## src/rtl/mem_access_arbiter_if.sv

```systemverilog
// Requester-side bundle for the SNN memory arbiter: two packed request channels
// (index 0 = NoC unpacker, index 1 = adder writeback) and their read-response channels.
interface mem_access_arbiter_if #(
  parameter int T_W    = 3,
  parameter int X_W    = 5,
  parameter int Y_W    = 5,
  parameter int DATA_W = 13
);
  logic [1:0]          req_valid;
  logic [1:0]          req_ready;
  logic [1:0]          req_we;
  logic [2*T_W-1:0]    req_t;
  logic [2*X_W-1:0]    req_x;
  logic [2*Y_W-1:0]    req_y;
  logic [2*DATA_W-1:0] req_wdata;
  logic [1:0]          rsp_valid;
  logic [1:0]          rsp_ready;
  logic [2*DATA_W-1:0] rsp_data;

  modport master (
    output req_valid, req_we, req_t, req_x, req_y, req_wdata, rsp_ready,
    input  req_ready, rsp_valid, rsp_data
  );

  modport slave (
    input  req_valid, req_we, req_t, req_x, req_y, req_wdata, rsp_ready,
    output req_ready, rsp_valid, rsp_data
  );
endinterface

```

## src/rtl/mem_access_arbiter.sv

```systemverilog
// Two-requester arbiter for the single-port SNN memory: grant, registered command,
// fixed-latency read return into one-deep response buffers, out-of-range trapping.
// Define STRICT_PRIO_EN to give requester 1 absolute priority instead of round-robin.
module mem_access_arbiter #(
  parameter int T_W     = 3,
  parameter int X_W     = 5,
  parameter int Y_W     = 5,
  parameter int X_DIM   = 25,
  parameter int Y_DIM   = 25,
  parameter int DATA_W  = 13,
  parameter int MEM_LAT = 1
) (
  input  logic              clk,
  input  logic              rst_n,
  mem_access_arbiter_if.slave bus,
  output logic              mem_en,
  output logic              mem_we,
  output logic [T_W-1:0]    mem_t,
  output logic [X_W-1:0]    mem_x,
  output logic [Y_W-1:0]    mem_y,
  output logic [DATA_W-1:0] mem_wdata,
  input  logic [DATA_W-1:0] mem_rdata,
  output logic              err_oor
);

  logic [1:0]        rd_pend;   // read accepted, response not yet in the buffer
  logic [1:0]        rsp_full;
  logic [1:0]        elig;
  logic [1:0]        gnt;
  logic              gnt_any;
  logic              gnt_id;

  logic              sel_we;
  logic              sel_oor;
  logic [T_W-1:0]    sel_t;
  logic [X_W-1:0]    sel_x;
  logic [Y_W-1:0]    sel_y;
  logic [DATA_W-1:0] sel_wdata;

  logic              rd_issue;
  logic              rd_id;
  logic              rd_oor;

  logic              pipe_v   [MEM_LAT];
  logic              pipe_id  [MEM_LAT];
  logic              pipe_oor [MEM_LAT];
  logic              ret_oor;
  logic [1:0]        load;
  logic [DATA_W-1:0] rsp_buf  [2];

  // A requester with a read outstanding (in flight or buffered) may still write.
  assign elig = bus.req_valid & (bus.req_we | ~(rd_pend | rsp_full));

`ifdef STRICT_PRIO_EN
  always_comb begin
    gnt = 2'b00;
    if (elig[1])      gnt = 2'b10;
    else if (elig[0]) gnt = 2'b01;
  end
`else
  logic rr_ptr;

  always_comb begin
    // NOTE: default assigned first so every path drives gnt and no latch is inferred.
    gnt = 2'b00;
    case (elig)
      2'b11:   gnt = rr_ptr ? 2'b10 : 2'b01;
      2'b10:   gnt = 2'b10;
      2'b01:   gnt = 2'b01;
      default: gnt = 2'b00;
    endcase
  end

  always_ff @(posedge clk or negedge rst_n) begin
    if (!rst_n)       rr_ptr <= 1'b0;
    else if (gnt_any) rr_ptr <= ~gnt_id;
  end
`endif

  assign gnt_any       = |gnt;
  assign gnt_id        = gnt[1];
  assign bus.req_ready = gnt;

  assign sel_we    = bus.req_we[gnt_id];
  assign sel_t     = gnt_id ? bus.req_t[T_W +: T_W]             : bus.req_t[0 +: T_W];
  assign sel_x     = gnt_id ? bus.req_x[X_W +: X_W]             : bus.req_x[0 +: X_W];
  assign sel_y     = gnt_id ? bus.req_y[Y_W +: Y_W]             : bus.req_y[0 +: Y_W];
  assign sel_wdata = gnt_id ? bus.req_wdata[DATA_W +: DATA_W]   : bus.req_wdata[0 +: DATA_W];
  assign sel_oor   = (32'(sel_x) >= X_DIM) || (32'(sel_y) >= Y_DIM);

  // Registered memory command; out-of-range requests never strobe the memory.
  always_ff @(posedge clk or negedge rst_n) begin
    if (!rst_n) begin
      mem_en    <= 1'b0;
      mem_we    <= 1'b0;
      mem_t     <= '0;
      mem_x     <= '0;
      mem_y     <= '0;
      mem_wdata <= '0;
      rd_issue  <= 1'b0;
      rd_id     <= 1'b0;
      rd_oor    <= 1'b0;
      err_oor   <= 1'b0;
    end else begin
      // NOTE: sequential state uses non-blocking assignments so every flop samples pre-edge values.
      mem_en   <= gnt_any & ~sel_oor;
      mem_we   <= gnt_any & ~sel_oor & sel_we;
      rd_issue <= gnt_any & ~sel_we;
      if (gnt_any) begin
        mem_t     <= sel_t;
        mem_x     <= sel_x;
        mem_y     <= sel_y;
        mem_wdata <= sel_wdata;
        rd_id     <= gnt_id;
        rd_oor    <= sel_oor;
      end
      if (gnt_any && sel_oor) err_oor <= 1'b1;
    end
  end

  // Read-return tracker: one stage per cycle of memory latency.
  always_ff @(posedge clk or negedge rst_n) begin
    if (!rst_n) begin
      // NOTE: pipeline and buffers are reset so no in-flight read survives a reset.
      for (int k = 0; k < MEM_LAT; k++) begin
        pipe_v[k]   <= 1'b0;
        pipe_id[k]  <= 1'b0;
        pipe_oor[k] <= 1'b0;
      end
    end else begin
      pipe_v[0]   <= rd_issue;
      pipe_id[0]  <= rd_id;
      pipe_oor[0] <= rd_oor;
      for (int k = 1; k < MEM_LAT; k++) begin
        pipe_v[k]   <= pipe_v[k-1];
        pipe_id[k]  <= pipe_id[k-1];
        pipe_oor[k] <= pipe_oor[k-1];
      end
    end
  end

  assign ret_oor = pipe_oor[MEM_LAT-1];
  assign load    = pipe_v[MEM_LAT-1] ? (pipe_id[MEM_LAT-1] ? 2'b10 : 2'b01) : 2'b00;

  always_ff @(posedge clk or negedge rst_n) begin
    if (!rst_n) begin
      rd_pend    <= 2'b00;
      rsp_full   <= 2'b00;
      rsp_buf[0] <= '0;
      rsp_buf[1] <= '0;
    end else begin
      for (int i = 0; i < 2; i++) begin
        if (gnt[i] && !bus.req_we[i]) rd_pend[i] <= 1'b1;
        else if (load[i])             rd_pend[i] <= 1'b0;

        if (load[i]) begin
          rsp_full[i] <= 1'b1;
          rsp_buf[i]  <= ret_oor ? '0 : mem_rdata;
        end else if (bus.rsp_ready[i]) begin
          rsp_full[i] <= 1'b0;
        end
      end
    end
  end

  assign bus.rsp_valid = rsp_full;
  assign bus.rsp_data  = {rsp_buf[1], rsp_buf[0]};

endmodule

```

## src/flat_wrapper.sv

```systemverilog
// flat-port wrapper written by rule: the top's interface ports become plain ports
module mem_access_arbiter_flat 
#(
  parameter int T_W     = 3,
  parameter int X_W     = 5,
  parameter int Y_W     = 5,
  parameter int X_DIM   = 25,
  parameter int Y_DIM   = 25,
  parameter int DATA_W  = 13,
  parameter int MEM_LAT = 1
)
  (clk, rst_n, mem_en, mem_we, mem_t, mem_x, mem_y, mem_wdata, mem_rdata, err_oor, bus_req_valid, bus_req_we, bus_req_t, bus_req_x, bus_req_y, bus_req_wdata, bus_rsp_ready, bus_req_ready, bus_rsp_valid, bus_rsp_data);
  mem_access_arbiter_if #(.T_W(T_W), .X_W(X_W), .Y_W(Y_W), .DATA_W(DATA_W)) bus_i ();
  input  logic clk;
  input  logic rst_n;
  output logic mem_en;
  output logic mem_we;
  output logic [T_W-1:0] mem_t;
  output logic [X_W-1:0] mem_x;
  output logic [Y_W-1:0] mem_y;
  output logic [DATA_W-1:0] mem_wdata;
  input  logic [DATA_W-1:0] mem_rdata;
  output logic err_oor;
  input wire logic [$bits(bus_i.req_valid)-1:0] bus_req_valid;
  input wire logic [$bits(bus_i.req_we)-1:0] bus_req_we;
  input wire logic [$bits(bus_i.req_t)-1:0] bus_req_t;
  input wire logic [$bits(bus_i.req_x)-1:0] bus_req_x;
  input wire logic [$bits(bus_i.req_y)-1:0] bus_req_y;
  input wire logic [$bits(bus_i.req_wdata)-1:0] bus_req_wdata;
  input wire logic [$bits(bus_i.rsp_ready)-1:0] bus_rsp_ready;
  output wire logic [$bits(bus_i.req_ready)-1:0] bus_req_ready;
  output wire logic [$bits(bus_i.rsp_valid)-1:0] bus_rsp_valid;
  output wire logic [$bits(bus_i.rsp_data)-1:0] bus_rsp_data;
  assign bus_i.req_valid = bus_req_valid;
  assign bus_i.req_we = bus_req_we;
  assign bus_i.req_t = bus_req_t;
  assign bus_i.req_x = bus_req_x;
  assign bus_i.req_y = bus_req_y;
  assign bus_i.req_wdata = bus_req_wdata;
  assign bus_i.rsp_ready = bus_rsp_ready;
  assign bus_req_ready = bus_i.req_ready;
  assign bus_rsp_valid = bus_i.rsp_valid;
  assign bus_rsp_data = bus_i.rsp_data;
  mem_access_arbiter #(.T_W(T_W), .X_W(X_W), .Y_W(Y_W), .X_DIM(X_DIM), .Y_DIM(Y_DIM), .DATA_W(DATA_W), .MEM_LAT(MEM_LAT)) u_core (.clk(clk), .rst_n(rst_n), .bus(bus_i), .mem_en(mem_en), .mem_we(mem_we), .mem_t(mem_t), .mem_x(mem_x), .mem_y(mem_y), .mem_wdata(mem_wdata), .mem_rdata(mem_rdata), .err_oor(err_oor));
endmodule
```

## config.mk

```make
export PLATFORM = sky130hd
export DESIGN_NAME = mem_access_arbiter_flat
export DESIGN_NICKNAME = d
export VERILOG_FILES = /design/src/rtl/mem_access_arbiter_if.sv /design/src/rtl/mem_access_arbiter.sv /design/src/flat_wrapper.sv
export SDC_FILE = /design/constraint.sdc
export NUM_CORES = 1
export LEC_CHECK = 0
export ABC_AREA = 1
export CAP_MARGIN = 20
export CORE_MARGIN = 5
export CORE_UTILIZATION = 38
export CTS_CLUSTER_SIZE = 20
export DETAILED_ROUTE_END_ITERATION = 6
export PLACE_DENSITY_LB_ADDON = 0.2
export SLEW_MARGIN = 40
export SYNTH_ARGS = -nofsm -noshare
export SYNTH_HDL_FRONTEND = slang
export SYNTH_SLANG_ARGS = --single-unit
```

## constraint.sdc

```tcl
create_clock -name clk -period 1.6 [get_ports clk]
set_clock_uncertainty 0.15 [all_clocks]
set_input_delay 0.16 -clock clk [delete_from_list [all_inputs] [get_ports clk]]
set_output_delay 0.16 -clock clk [all_outputs]
set_load 0.005 [all_outputs]
```

==> reports/metrics.cfg <==
[timing]
final.setup.worst_slack_ps = -232
timing.final.crit_period_ps = 1830
transition_time_at_the_pin_with_the_least_slew_margin_ps = 468
finalSetupViolations = 33
number_of_pins_with_negative_max_slew_slack_in_the_final_report = 0
min_period_over_period = 1.14
whs_ps = 199
timing.final.hold_violations = 0
max_freq_ghz = 0.546
timing.max_slew.rel_slack = 0.688
setup_repair_after_global_routing_missed_its_margin = true

[global_routing]
grt_antenna_before_repair = 0
grt_max_degree = 67
first_pass_grt_wire_length_mm = 14.2
globalRouteOverflowTotal = 0
grt_util_all_layers = 0.176
first_global_vias = 3135

[place]
preCtsSetupSlack_ps = -407
place_inst = 608
detailed_place_hpwl_mm = 6.08
placement.io_buffers = 131
placedInstanceArea_um2 = 4660
routabilityCongestion = 0.812

[clock_network]
total_clock_buffers_created_by_cts = 9
cts_num_sinks = 66
clkTransAtPathRegs_ps = 70
cts_max_level = 3
cts-root-buf = sky130_fd_sc_hd__clkbuf_8
worstSkewPairLatency_ps = 340
clockBufferDepth = 2
cts_tree = yes

[pwr]
max-vdd-ir-drop_v = 0.000715
power_density_nw_per_um2 = 1530
cellLeakagePower_nw = 2.68

[detailed_routing]
drt-wirelength-per-cell_um = 14.7
vias_per_cell = 4.73
post_route_ant_nets = 0
drt_pass_1_iters = 4
drt_first_iter_violations = 60
detailroute.via_count = 3045
post-route-drc-count = 0
postRouteWirelength_mm = 9.45

[worst_setup_path]
critPathCaptureType = flip-flop
timing.critical_path.slowest_stage_cell = sky130_fd_sc_hd__dfrtp_1
path_max_fanout = 5
timing.critical_path.max_delay_family = simple AND/OR/NAND/NOR gates
r2r-start = u_core.rd_pend[0]
critical_path_rt_ps = 1670
timing.reg2reg.worst_path_depth = 12
critical_path.reg2reg.endpoint = u_core.rd_oor
crit_chain = o21ai_4 > buf_6 > nand3_4 > nand2_4 > buf_6 > nand2_1 > nand2_2 > nor2_2 > nand2_2 > nand2_2 > nand2_2 > nand2_1
worstPathBufferInverterCount = 2
crit_path_frequent_cell = sky130_fd_sc_hd__nand2_2
category_of_the_most_critical_setup_path = flip-flop to flip-flop
worst-endpoint-arrival_ps = 1900
worst-r2r-setup-slack_ps = -230
setup.worst_path.start_class = flip-flop
largest_stage_delay_on_the_critical_path_ps = 410

[cells_and_area]
synthesis_to_finish_area_growth_pct = 80.6
layoutNonFillerInstCount = 644
sequential_cell_area_um2 = 1650
ant_diodes = 0
drive_gt1_frac = 0.275
fin_nets = 610
design_area_um2 = 5540
multi_input_comb_area_um2 = 1490
fillers = 571

[synthesis]
synth-edff-count = 0
cell_taking_the_most_area_after_synthesis = sky130_fd_sc_hd__dfrtp_1
postSynthNetCount = 435
post_syn_area_um2 = 3070
synth_top_cells_by_count = sky130_fd_sc_hd__nand2_1, sky130_fd_sc_hd__dfrtp_1, sky130_fd_sc_hd__nor2_1
synth_seq_cells = 66
synth-warning-count = 0
ys.flop_type = sky130_fd_sc_hd__dfrtp_1
yosysMostFrequentCell = sky130_fd_sc_hd__nand2_1
synthDominantCellAreaShare = 0.538
yosysUniqueCellTypes = 23
syn_area_per_cell_um2 = 8.47
synthTopCellsByArea = sky130_fd_sc_hd__dfrtp_1, sky130_fd_sc_hd__nand2_1, sky130_fd_sc_hd__nor2_1, sky130_fd_sc_hd__inv_1, sky130_fd_sc_hd__o31ai_2
synthesis.instances = 362
synth-seq-area-share = 0.538
ys_async_sr_fraction = 1.00

[floorplan]
fp.dieArea_um2 = 9970
die_ht_um = 99.9
die_w_um = 99.9
io-pin-count = 132
floorplan.initialDensity = 0.393
row_count = 32
design.core.area_um2 = 7810

[run]
timing.max_cap.violations = 0

[min_path]
timing.hold.worst.start = u_core.rd_issue
timing.hold.worst_path_depth = 0
hold_path_end = u_core.pipe_v
worst_hold_check_path_type = flip-flop to flip-flop

[status]
failed_checks = setup timing
status = finished with violations

==> registers in the layout, indices dropped and copies added, names as in the netlist, 2 cells and up <==
signal                count
u_core.mem_y              5
u_core.bus.rsp_valid      2
u_core.rd_pend            2
u_core.bus.rsp_data      26
u_core.mem_x              5
u_core.mem_t              3
u_core.mem_wdata         13
==> cells by family (layout without fill, tap and decap cells) <==
logic type | count (synthesis) | in the layout | synth area share
AOI/OAI and AO/OA | 35 | 35 | 0.0946
buffers and inverters | 57 | 237 | 0.0836
DFF | 66 | 66 | 0.538
and+or+nand+nor | 204 | 204 | 0.283
==> area by class of cell <==
class                      instances  share of cell area
multi-input combinational        239               0.268
inverter                          43              0.0323
clock buffer                      11              0.0255
tap                              102              0.0230
timing repair inverter             1             0.00203
sequential                        66               0.298
timing repair buffer             177               0.337
clock inverter                     5              0.0140
==> where the power goes <==
| group | leakage [nW] | internal (mW) | switching [mW] | total [mW] |
|---|---|---|---|---|
| Clock | 0.109 | 0.915 | 0.629 | 1.54 |
| Sequential | 0.815 | 2.37 | 0.487 | 2.86 |
| Combinational | 1.76 | 2.36 | 1.74 | 4.10 |
| Total | 2.68 | 5.65 | 2.85 | 8.50 |
==> worst reg2reg max path, stage by stage (launching register included) <==
cell and delay, ps:
sky130_fd_sc_hd__dfrtp_1 410, sky130_fd_sc_hd__o21ai_4 200, sky130_fd_sc_hd__buf_6 120, sky130_fd_sc_hd__nand3_4 90
sky130_fd_sc_hd__nand2_4 130, sky130_fd_sc_hd__buf_6 150, sky130_fd_sc_hd__nand2_1 70, sky130_fd_sc_hd__nand2_2 90
sky130_fd_sc_hd__nor2_2 50, sky130_fd_sc_hd__nand2_2 90, sky130_fd_sc_hd__nand2_2 60, sky130_fd_sc_hd__nand2_2 70
sky130_fd_sc_hd__nand2_1 50
==> stage by stage <==
| stage | utilization | power (mW) | setup TNS, ps |
|---|---|---|---|
| 2_1_floorplan | - | 4.07 | -34.2 |
| 3_3_place_gp | 0.597 | 6.00 | -9260 |
| 3_5_place_dp | 0.597 | 6.06 | -10860 |
| 4_1_cts | 0.642 | 7.80 | -3590 |
| 5_1_grt | 0.710 | 9.02 | -8140 |
| 6_report | 0.710 | 8.50 | -4900 |
==> timing repair <==
action | 4_1_cts | 5_1_grt
buffers inserted | 6 | 5
endpoints found under the setup margin | 34 | 36
pin swaps | 11 | 23
endpoints found under the hold margin | 66 | 0
hold buffers | 1 | 0
cloned | 0 | 8
gates resized for setup | 44 | 82
==> placed cells by master (no fill, tap or decap), types with 9 or more instances in the layout <==
master	instances
sky130_fd_sc_hd__nor2_1	44
sky130_fd_sc_hd__o31ai_4	14
sky130_fd_sc_hd__nand2_4	9
sky130_fd_sc_hd__inv_1	35
sky130_fd_sc_hd__buf_4	26
sky130_fd_sc_hd__dfrtp_1	66
sky130_fd_sc_hd__nand2_1	101
sky130_fd_sc_hd__clkbuf_8	10
sky130_fd_sc_hd__clkdlybuf4s50_1	123
sky130_fd_sc_hd__nand2_2	28
==> routing by layer <==
metal	GRT usage	vias up	wire length, um
li1	-	1461	-
met1	0.217	1451	3740
met2	0.293	121	4790
met3	0.0549	12	777
met4	0.0567	0	142
met5	0	-	0
==> how the worst max path moves through the flow <==
stage	depth (start not counted)	from	endpoint
floorplan	11	u_core.bus.rsp_valid[0]	u_core.err_oor
global placement	8	bus_req_we[0]	bus_req_ready[0]
detailed placement	9	bus_req_we[1]	u_core.mem_wdata[3]
CTS	12	u_core.bus.rsp_valid[0]	u_core.err_oor
global route	11	u_core.rd_pend[1]	u_core.rd_oor
finish	12	u_core.rd_pend[0]	u_core.rd_oor
Note: power is estimated with default switching activity, not from simulation.
